===== config.mk =====
export PLATFORM = sky130hd
export DESIGN_NAME = keypad_input
export DESIGN_NICKNAME = d
export VERILOG_FILES = /design/src/rtl/keypad_pkg.sv /design/src/rtl/keypad_scan_tick.sv /design/src/rtl/keypad_input.sv
export SDC_FILE = /design/constraint.sdc
export NUM_CORES = 1
export LEC_CHECK = 0
export ABC_AREA = 1
export CAP_MARGIN = 5
export CORE_MARGIN = 2
export CORE_UTILIZATION = 65
export CTS_BUF_LIST = sky130_fd_sc_hd__clkbuf_4
export CTS_CLUSTER_SIZE = 8
export DETAILED_ROUTE_END_ITERATION = 16
export PLACE_DENSITY = 0.95
export REMOVE_ABC_BUFFERS = 1
export SLEW_MARGIN = 20
export SYNTH_ARGS = -nofsm -noshare
export SYNTH_HDL_FRONTEND = slang
export SYNTH_HIERARCHICAL = 1
export SYNTH_SLANG_ARGS = --single-unit

===== constraint.sdc =====
create_clock -name i_SYS_CLOCK -period 2.8 [get_ports i_SYS_CLOCK]
set_input_delay 0.28 -clock i_SYS_CLOCK [delete_from_list [all_inputs] [get_ports i_SYS_CLOCK]]
set_output_delay 0.28 -clock i_SYS_CLOCK [all_outputs]
set_load 0.005 [all_outputs]

===== src/rtl/keypad_pkg.sv =====
// Shared types and helpers for the 4x4 keypad scanner: FSM encoding, row drive
// patterns and the one-cold column decoder.
package keypad_pkg;

    typedef enum logic [1:0] {
        ST_SCAN       = 2'd0,
        ST_PRESS_DB   = 2'd1,
        ST_HELD       = 2'd2,
        ST_RELEASE_DB = 2'd3
    } kp_state_t;

    localparam logic [3:0] ROW0_DRIVE  = 4'b1110;
    localparam int         ENTRY_WIDTH = 24;

    // Returns {valid, index}; only a single low column is a usable sample.
    function automatic logic [2:0] col_decode(input logic [3:0] col_n);
        logic [2:0] res;
        res = 3'b000;
        case (col_n)
            4'b1110: res = 3'b100;
            4'b1101: res = 3'b101;
            4'b1011: res = 3'b110;
            4'b0111: res = 3'b111;
            default: res = 3'b000;
        endcase
        return res;
    endfunction

    function automatic logic [3:0] row_drive(input logic [1:0] idx);
        return ~(4'b0001 << idx);
    endfunction

endpackage


===== src/rtl/keypad_scan_tick.sv =====
// Free-running divider producing a one-cycle scan-tick enable every DIVISOR
// clocks; used as a clock enable, never as a clock.
module scan_tick
    import keypad_pkg::*;
#(
    parameter logic [31:0] DIVISOR = 32'hFFFF
) (
    input  logic clk,
    input  logic srst,
    output logic o_tick
);

    logic [31:0] cnt_q;
    logic [31:0] cnt_d;

    assign o_tick = (cnt_q == DIVISOR - 32'd1);

    always_comb begin
        cnt_d = cnt_q + 32'd1;
        if (o_tick) begin
            cnt_d = 32'd0;
        end
    end

    always_ff @(posedge clk) begin
        if (srst) begin
            cnt_q <= 32'd0;
        end else begin
            cnt_q <= cnt_d;
        end
    end

endmodule


===== src/rtl/keypad_input.sv =====
// 4x4 hex keypad scanner with press/release debounce; confirmed keys shift one
// nybble into a 24-bit entry register that the CPU reads over o_BUS.
module keypad_input
    import keypad_pkg::*;
#(
    parameter int          DATA_WIDTH     = 8,
    parameter logic [31:0] DIVISOR        = 32'hFFFF,
    parameter int          DEBOUNCE_TICKS = 4
) (
    input  logic                  i_SYS_CLOCK,
    input  logic                  i_RESET,
    input  logic [3:0]            i_COL,
    input  logic                  i_CLEAR,
    input  logic                  i_WRITE_BUS,
    output logic [3:0]            o_ROW,
    output logic [DATA_WIDTH-1:0] o_BUS,
    output logic                  o_KEY_VALID,
    output logic [3:0]            o_KEY_CODE,
    output logic                  o_READY
);

    localparam int                CNT_W    = $clog2(DEBOUNCE_TICKS + 1);
    localparam logic [CNT_W-1:0]  CNT_ONE  = CNT_W'(1);
    localparam logic [CNT_W-1:0]  CNT_LAST = CNT_W'(DEBOUNCE_TICKS - 1);

    logic                   tick;
    logic [3:0]             col_meta_q, col_sync_q;
    kp_state_t              state_q, state_d;
    logic [1:0]             row_idx_q, row_idx_d;
    logic [1:0]             col_idx_q, col_idx_d;
    logic [CNT_W-1:0]       count_q, count_d;
    logic [3:0]             row_q, row_d;
    logic                   key_valid_q, key_valid_d;
    logic [3:0]             key_code_q, key_code_d;
    logic                   ready_q, ready_d;
    logic [ENTRY_WIDTH-1:0] value_q, value_d;

    logic [2:0]             sample;
    logic                   all_ones;
    logic                   confirm;
    logic [3:0]             confirm_code;
    logic                   unused_top_nybble;

    scan_tick #(
        .DIVISOR (DIVISOR)
    ) u_scan_tick (
        .clk    (i_SYS_CLOCK),
        .srst   (i_RESET),
        .o_tick (tick)
    );

    assign sample   = col_decode(col_sync_q);
    assign all_ones = (col_sync_q == 4'hF);

    always_comb begin
        state_d      = state_q;
        row_idx_d    = row_idx_q;
        col_idx_d    = col_idx_q;
        count_d      = count_q;
        confirm      = 1'b0;
        confirm_code = {row_idx_q, col_idx_q};

        if (tick) begin
            case (state_q)
                ST_SCAN: begin
                    if (sample[2]) begin
                        col_idx_d    = sample[1:0];
                        count_d      = CNT_ONE;
                        confirm_code = {row_idx_q, sample[1:0]};
                        if (DEBOUNCE_TICKS == 1) begin
                            confirm = 1'b1;
                            state_d = ST_HELD;
                        end else begin
                            state_d = ST_PRESS_DB;
                        end
                    end else begin
                        row_idx_d = row_idx_q + 2'd1;
                    end
                end
                ST_PRESS_DB: begin
                    if (sample[2] && (sample[1:0] == col_idx_q)) begin
                        if (count_q >= CNT_LAST) begin
                            confirm = 1'b1;
                            state_d = ST_HELD;
                        end else begin
                            count_d = count_q + CNT_ONE;
                        end
                    end else begin
                        state_d = ST_SCAN;
                    end
                end
                ST_HELD: begin
                    if (all_ones) begin
                        count_d = CNT_ONE;
                        if (DEBOUNCE_TICKS == 1) begin
                            state_d   = ST_SCAN;
                            row_idx_d = 2'd0;
                        end else begin
                            state_d = ST_RELEASE_DB;
                        end
                    end
                end
                default: begin
                    if (!all_ones) begin
                        state_d = ST_HELD;
                    end else if (count_q >= CNT_LAST) begin
                        state_d   = ST_SCAN;
                        row_idx_d = 2'd0;
                    end else begin
                        count_d = count_q + CNT_ONE;
                    end
                end
            endcase
        end

        row_d       = row_drive(row_idx_d);
        key_valid_d = confirm;
        key_code_d  = confirm ? confirm_code : key_code_q;
        value_d     = value_q;
        ready_d     = ready_q;

        // Bus read clears READY, a confirm sets it, and a clear beats both.
        if (i_WRITE_BUS) begin
            ready_d = 1'b0;
        end
        if (confirm) begin
            value_d = {value_q[ENTRY_WIDTH-5:0], confirm_code};
            ready_d = 1'b1;
        end
        if (i_CLEAR) begin
            value_d = '0;
            ready_d = 1'b0;
        end
    end

    always_ff @(posedge i_SYS_CLOCK) begin
        if (i_RESET) begin
            col_meta_q  <= 4'h0;
            col_sync_q  <= 4'h0;
            state_q     <= ST_SCAN;
            row_idx_q   <= 2'd0;
            col_idx_q   <= 2'd0;
            count_q     <= '0;
            row_q       <= ROW0_DRIVE;
            key_valid_q <= 1'b0;
            key_code_q  <= 4'h0;
            ready_q     <= 1'b0;
            value_q     <= '0;
        end else begin
            col_meta_q  <= i_COL;
            col_sync_q  <= col_meta_q;
            state_q     <= state_d;
            row_idx_q   <= row_idx_d;
            col_idx_q   <= col_idx_d;
            count_q     <= count_d;
            row_q       <= row_d;
            key_valid_q <= key_valid_d;
            key_code_q  <= key_code_d;
            ready_q     <= ready_d;
            value_q     <= value_d;
        end
    end

    // The oldest nybble is shifted out and is only visible on a wide bus.
    assign unused_top_nybble = ^value_q[ENTRY_WIDTH-1:ENTRY_WIDTH-4];

    assign o_ROW       = row_q;
    assign o_KEY_VALID = key_valid_q;
    assign o_KEY_CODE  = key_code_q;
    assign o_READY     = ready_q;

    for (genvar gi = 0; gi < DATA_WIDTH; gi++) begin : g_bus
        if (gi < ENTRY_WIDTH) begin : g_data
            assign o_BUS[gi] = i_WRITE_BUS & value_q[gi];
        end else begin : g_zero
            assign o_BUS[gi] = 1'b0;
        end
    end

endmodule

# [Word-level counts from Yosys, hierarchy flattened]
# Index checks and enable logic that the tools add are counted.
[word_totals] ff_bits=67 input_bits=8 output_inout_bits=18 wordCells=78
[classes] n_addsub=3 order_cmp=1 n_eq_ne=14 shift=1 mux=28 bitwise_logic=9 n_reduce_logical=10
[op_table] operator="32-bit by 1-bit adder with 32-bit output, second input constant" count=1
[op_table] operator="32-bit by 16-bit equality test with 1-bit output, second input constant" count=1
[op_table] operator="2-bit two-way mux" count=13
[op_table] operator="4-bit equality test, second input constant" count=4
[op_table] operator="3-bit two-way mux" count=5
[op_table] operator="3-bit case mux with 4 select lines" count=1
[op_table] operator="5-bit AND reduction" count=2
[op_table] operator="3-bit case mux with 3 select lines" count=1
[op_table] operator="1-bit AND" count=8
[op_table] operator="1-bit two-way mux" count=6
[op_table] operator="2-bit != test, second input constant" count=3
[op_table] operator="2-bit case mux with 3 select lines" count=1
[op_table] operator="2-bit OR reduction" count=3
[op_table] operator="5-bit by 1-bit != test with 1-bit output, second input constant" count=1
[op_table] operator="4-bit by 3-bit equality test with 1-bit output, second input constant" count=1
[op_table] operator="4-bit inverter" count=1
[op_table] operator="2-bit case mux with 2 select lines" count=1
[op_table] operator="1-bit by 2-bit << shifter with 4-bit output, first input constant" count=1
[op_table] operator="3-bit by 1-bit adder with 3-bit output, second input constant" count=1
[op_table] operator="3-bit by 2-bit >= comparator with 1-bit output, second input constant" count=1
[op_table] operator="3-bit != test, second input constant" count=1
[op_table] operator="3-bit AND reduction" count=1
[op_table] operator="3-bit nonzero test" count=1
[op_table] operator="2-bit by 1-bit adder with 2-bit output, second input constant" count=1
[op_table] operator="6 further kinds" count=6

# [Logic depth before layout (Yosys ltp)]
[depth] depth_word=8 depth_mapped=17 mapped_depth_nobuf=17

# [Hierarchy]
# Netlist, hierarchy kept.
[by_module_without_submodules] module="scan_tick" instances=1 cells_per_inst=287 area_each_um2=1818.0 seq_area_each_um2=640.6
[by_module_without_submodules] module="keypad_input" instances=1 cells_per_inst=240 area_each_um2=1631.6 seq_area_each_um2=700.7

# [Worst setup path before layout]
# OpenSTA, ideal clock, no wires.
[synth_timing] path_kind="register -> register" from="register u_scan_tick.cnt_q[0]" to="register row_q[0], in the netlist o_ROW[0]" setup_time_ps=114 arrival_ps=1537 t_required_ps=2686 setup_slack_ps=1149 stages_incl_launch_ff=18 path_buffers=0 period_less_slack_ps=1651 path_cell_list="dfxtp_1 > inv_1 > ha_1 > nand2_1 > nor2_1 > nand2_1 > nor2_1 > nand2_2 > inv_1 > inv_1 > a21oi_1 > nand2_1 > nand2_1 > nand2_1 > inv_1 > nor2_1 > inv_1 > nand2_1"
[synth_between] elab_chain_len=4
[synth_rtl] item="start, declared" line="keypad_scan_tick.sv:13" rtl="logic [31:0] cnt_q;"
[synth_rtl] item="start signal, assigned" line="keypad_scan_tick.sv:29" rtl="cnt_q <= cnt_d;"
[synth_rtl] item="32-bit by 16-bit equality test with 1-bit output" line="keypad_scan_tick.sv:16" rtl="assign o_tick = (cnt_q == DIVISOR - 32'd1);"
[synth_rtl] item="net tick" line="keypad_input.sv:26" rtl="logic tick;"
[synth_rtl] item="2-bit two-way mux" line="keypad_input.sv:63" rtl="if (tick) begin"
[synth_rtl] item="1-bit by 2-bit << shifter with 4-bit output" line="keypad_pkg.sv:30" rtl="return ~(4'b0001 << idx);"
[synth_rtl] item="4-bit inverter" line="keypad_pkg.sv:30"
[synth_rtl] item="end signal, assigned" line="keypad_input.sv:156" rtl="row_q <= row_d;"
[synth_rtl] item="end, declared" line="keypad_input.sv:32" rtl="logic [3:0] row_q, row_d;"
# The timed path passes the listed nets, and every way through them passes these cells.
# A chain may end at the register's enable or synchronous reset.

# [Final worst setup path]
[layout_timing] from="register u_scan_tick.cnt_q[15]" to="register row_q[0], in the netlist o_ROW[0]"
# Same word-level chain as after synthesis.

==> metrics.yaml <==
outcome:
  status: "finished clean"
place:
  dp.cells: 616
  place.port_buffers: 25
  gp_congestion: 0.970
  post-dp-hpwl_mm: 5.56
floorplanning:
  coreArea_sq_mm: 0.00511
  row_count: 26
  dieArea_sq_mm: 0.00591
  die-width_microns: 76.9
  die_h_microns: 76.9
  initial_core_util_pct: 67.5
  boundaryPins: 26
routing:
  first_pass_iters: 8
  drc_errors: 0
  vias_per_cell: 5.25
  first_iter_violations: 389
  vias: 3318
  routed_wl_mm: 7.42
  drtAntennaViolNets: 0
  wl_per_cell_microns: 11.7
final_layout:
  fin_nets: 573
  final_cell_mix: "nand2_1, nor2_1, inv_1, dfxtp_1"
  diodes: 0
  multi_input_area_sq_mm: 0.00173
  final_common_cell: "nand2_1"
  final_util_pct: 75.2
  final_cells: 632
  area_growth_pct: 11.3
  num-fill-cells: 386
  drive_gt1_share_pct: 7.65
  seqCellArea_sq_mm: 0.00134
sta:
  maxSlewViolCount: 0
  final_hold_viol_count: 0
  rsz0062_at_grt: "no"
  finalSetupViolations: 0
  max_freq_ghz: 0.499
  worst_slew_pin_slew_ps: 490
  setup-tns-final_ps: 0
  fin_crit_ps: 2000
  finalCritPeriodShare_pct: 71.6
  clock_skew_ps: 11.3
  relSlewSlack_pct: 67.0
clocking:
  h-tree-depth: 3
  hold_buffers: 0
  clkTransAtPathRegs_ps: 110
  clk_latency_ps: 410
  cts-resized-gates: 0
  cts_tree: "yes"
  numCtsBuffers: 9
  numClockSinks: 67
  clockBufferDepth: 2
  post_cts_buffers: 0
  root_buffer: "clkbuf_4"
critical_path:
  end_kind: "flip-flop"
  start_kind: "flip-flop"
  crit_required_ps: 3160
  worstPathArrival_ps: 2360
  path_class: "flip-flop to flip-flop"
  critPathMaxFanout: 4
yosys:
  ys_ff_latch: 67
  yosysWarnings: 6
  synth_seq_area_share_pct: 38.9
  avgSynthCellArea_sq_um: 6.55
  netlist_instances: 527
  ys_types: 27
  syn-cell-area_sq_mm: 0.00345
worst_hold_path:
  hp-class: "input port to flip-flop"
power:
  switching_share_pct: 25.5
  power_switching_w: 0.000396
  intPower_w: 0.00116
  vdd_ir_drop_max_v: 0.000388
  seqPwrFrac_pct: 62.3
  combPwrFrac_pct: 3.2
  leakagePower_nw: 1.55
  clkPwrFrac_pct: 34.5
  cellPowerDensity_mw_per_mm2: 405
job:
  drv_cap: 0
global_route:
  grtUsageMet3_pct: 4.35
  grt_pass1_wl_mm: 12.7
  top_usage_layer: "met2"
  gr-total-overflow: 0
  grt.total_usage_pct: 26.3
  grtUsageMet1_pct: 33.3
  met2_usage_pct: 43.3
  grt_pass1_vias: 2963
  grt_max_degree: 33
  antenna_found_initial: 0
## cells in the mapped netlist, drive strengths merged
cell type  count  area, sq um
xnor2          8         70.1
clkinv         1         3.75
or2            3         18.8
dfxtp         67         1340
xor2           4         35.0
nand3         26          140
nor2         103          434
inv           81          304
o21ai         13         65.1
nor3           2         21.3
clkbuf         3         11.3
nand2        172          673
nand3b         1         7.51
a21oi         27          143
nand4          4         25.0
buf            4         56.3
ha             8          100
## path summary, 6_finish.rpt
kind / from / to / slack, ps / cells past startpoint
min reg2reg: col_meta_q[1] / col_sync_q[1] / 410 / 2
min: i_COL[2] / col_meta_q[2] / 380 / 3
max reg2reg: u_scan_tick/cnt_q[15] / o_ROW[0] / 800 / 12
max: u_scan_tick/cnt_q[15] / o_ROW[0] / 800 / 12
## power by group through the flow
stage / sequential, W / combinational [W] / clock [W]
2_1_floorplan: 0.000988 / 0.0000268 / 0
3_3_place_gp: 0.000989 / 0.0000484 / 0
3_5_place_dp: 0.000989 / 0.0000498 / 0
4_1_cts: 0.000968 / 0.0000501 / 0.000540
5_1_grt: 0.000969 / 0.0000569 / 0.000584
6_report: 0.000968 / 0.0000502 / 0.000536
## critical path: stages, from the launching register on
cell,delay (ps)
dfxtp_1,420
nand2_1,110
nor2_1,160
nand2_2,110
nor2_2,130
nand2_2,90
inv_1,110
inv_1,110
a21oi_1,160
nand3_1,110
o21ai_0,210
nand2_1,150
nand2_1,100
## state kept, by name, indices dropped and copies added, names as in the netlist, 3 cells and up
name,count
col_meta_q,4
value_q,8
count_q,3
col_sync_q,4
o_KEY_CODE,4
u_scan_tick/cnt_q,32
o_ROW,4
## final cells by class
class	instances	share of cell area, %
clock inverters	7	1.17
repair buffers	26	6.71
well taps	70	2.28
multi-input cells	371	45.1
inverters	82	8.02
clock buffers	9	1.76
flip-flops and latches	67	34.9
## through the flow
step           total power (W)  setup slack (ps)  hold WS [ps]  instance area (sq um)
2_1_floorplan          0.00101              1170           349                   3380
3_3_place_gp           0.00104               932           389                   3730
3_5_place_dp           0.00104               881           393                   3730
4_1_cts                0.00156               852           364                   3840
5_1_grt                0.00161               587           389                   3840
6_report               0.00155               795           377                   3840
## layer usage
metal	vias to the layer above	share of wire, %
met5	-	0
met4	0	2.2
met3	21	6.8
met2	137	48
met1	1501	43
li1	1659	-
## logic make-up after synthesis
| kind of cell | after synthesis | synth area share, % |
|---|---|---|
| simple gates | 311 | 38.3 |
| compound gates | 40 | 6.02 |
| buf+inv | 89 | 10.9 |
| flops | 67 | 38.9 |
| xor+xnor | 12 | 3.05 |
| fa+ha+maj | 8 | 2.90 |
No activity file was read; power rests on OpenSTA's default activity.
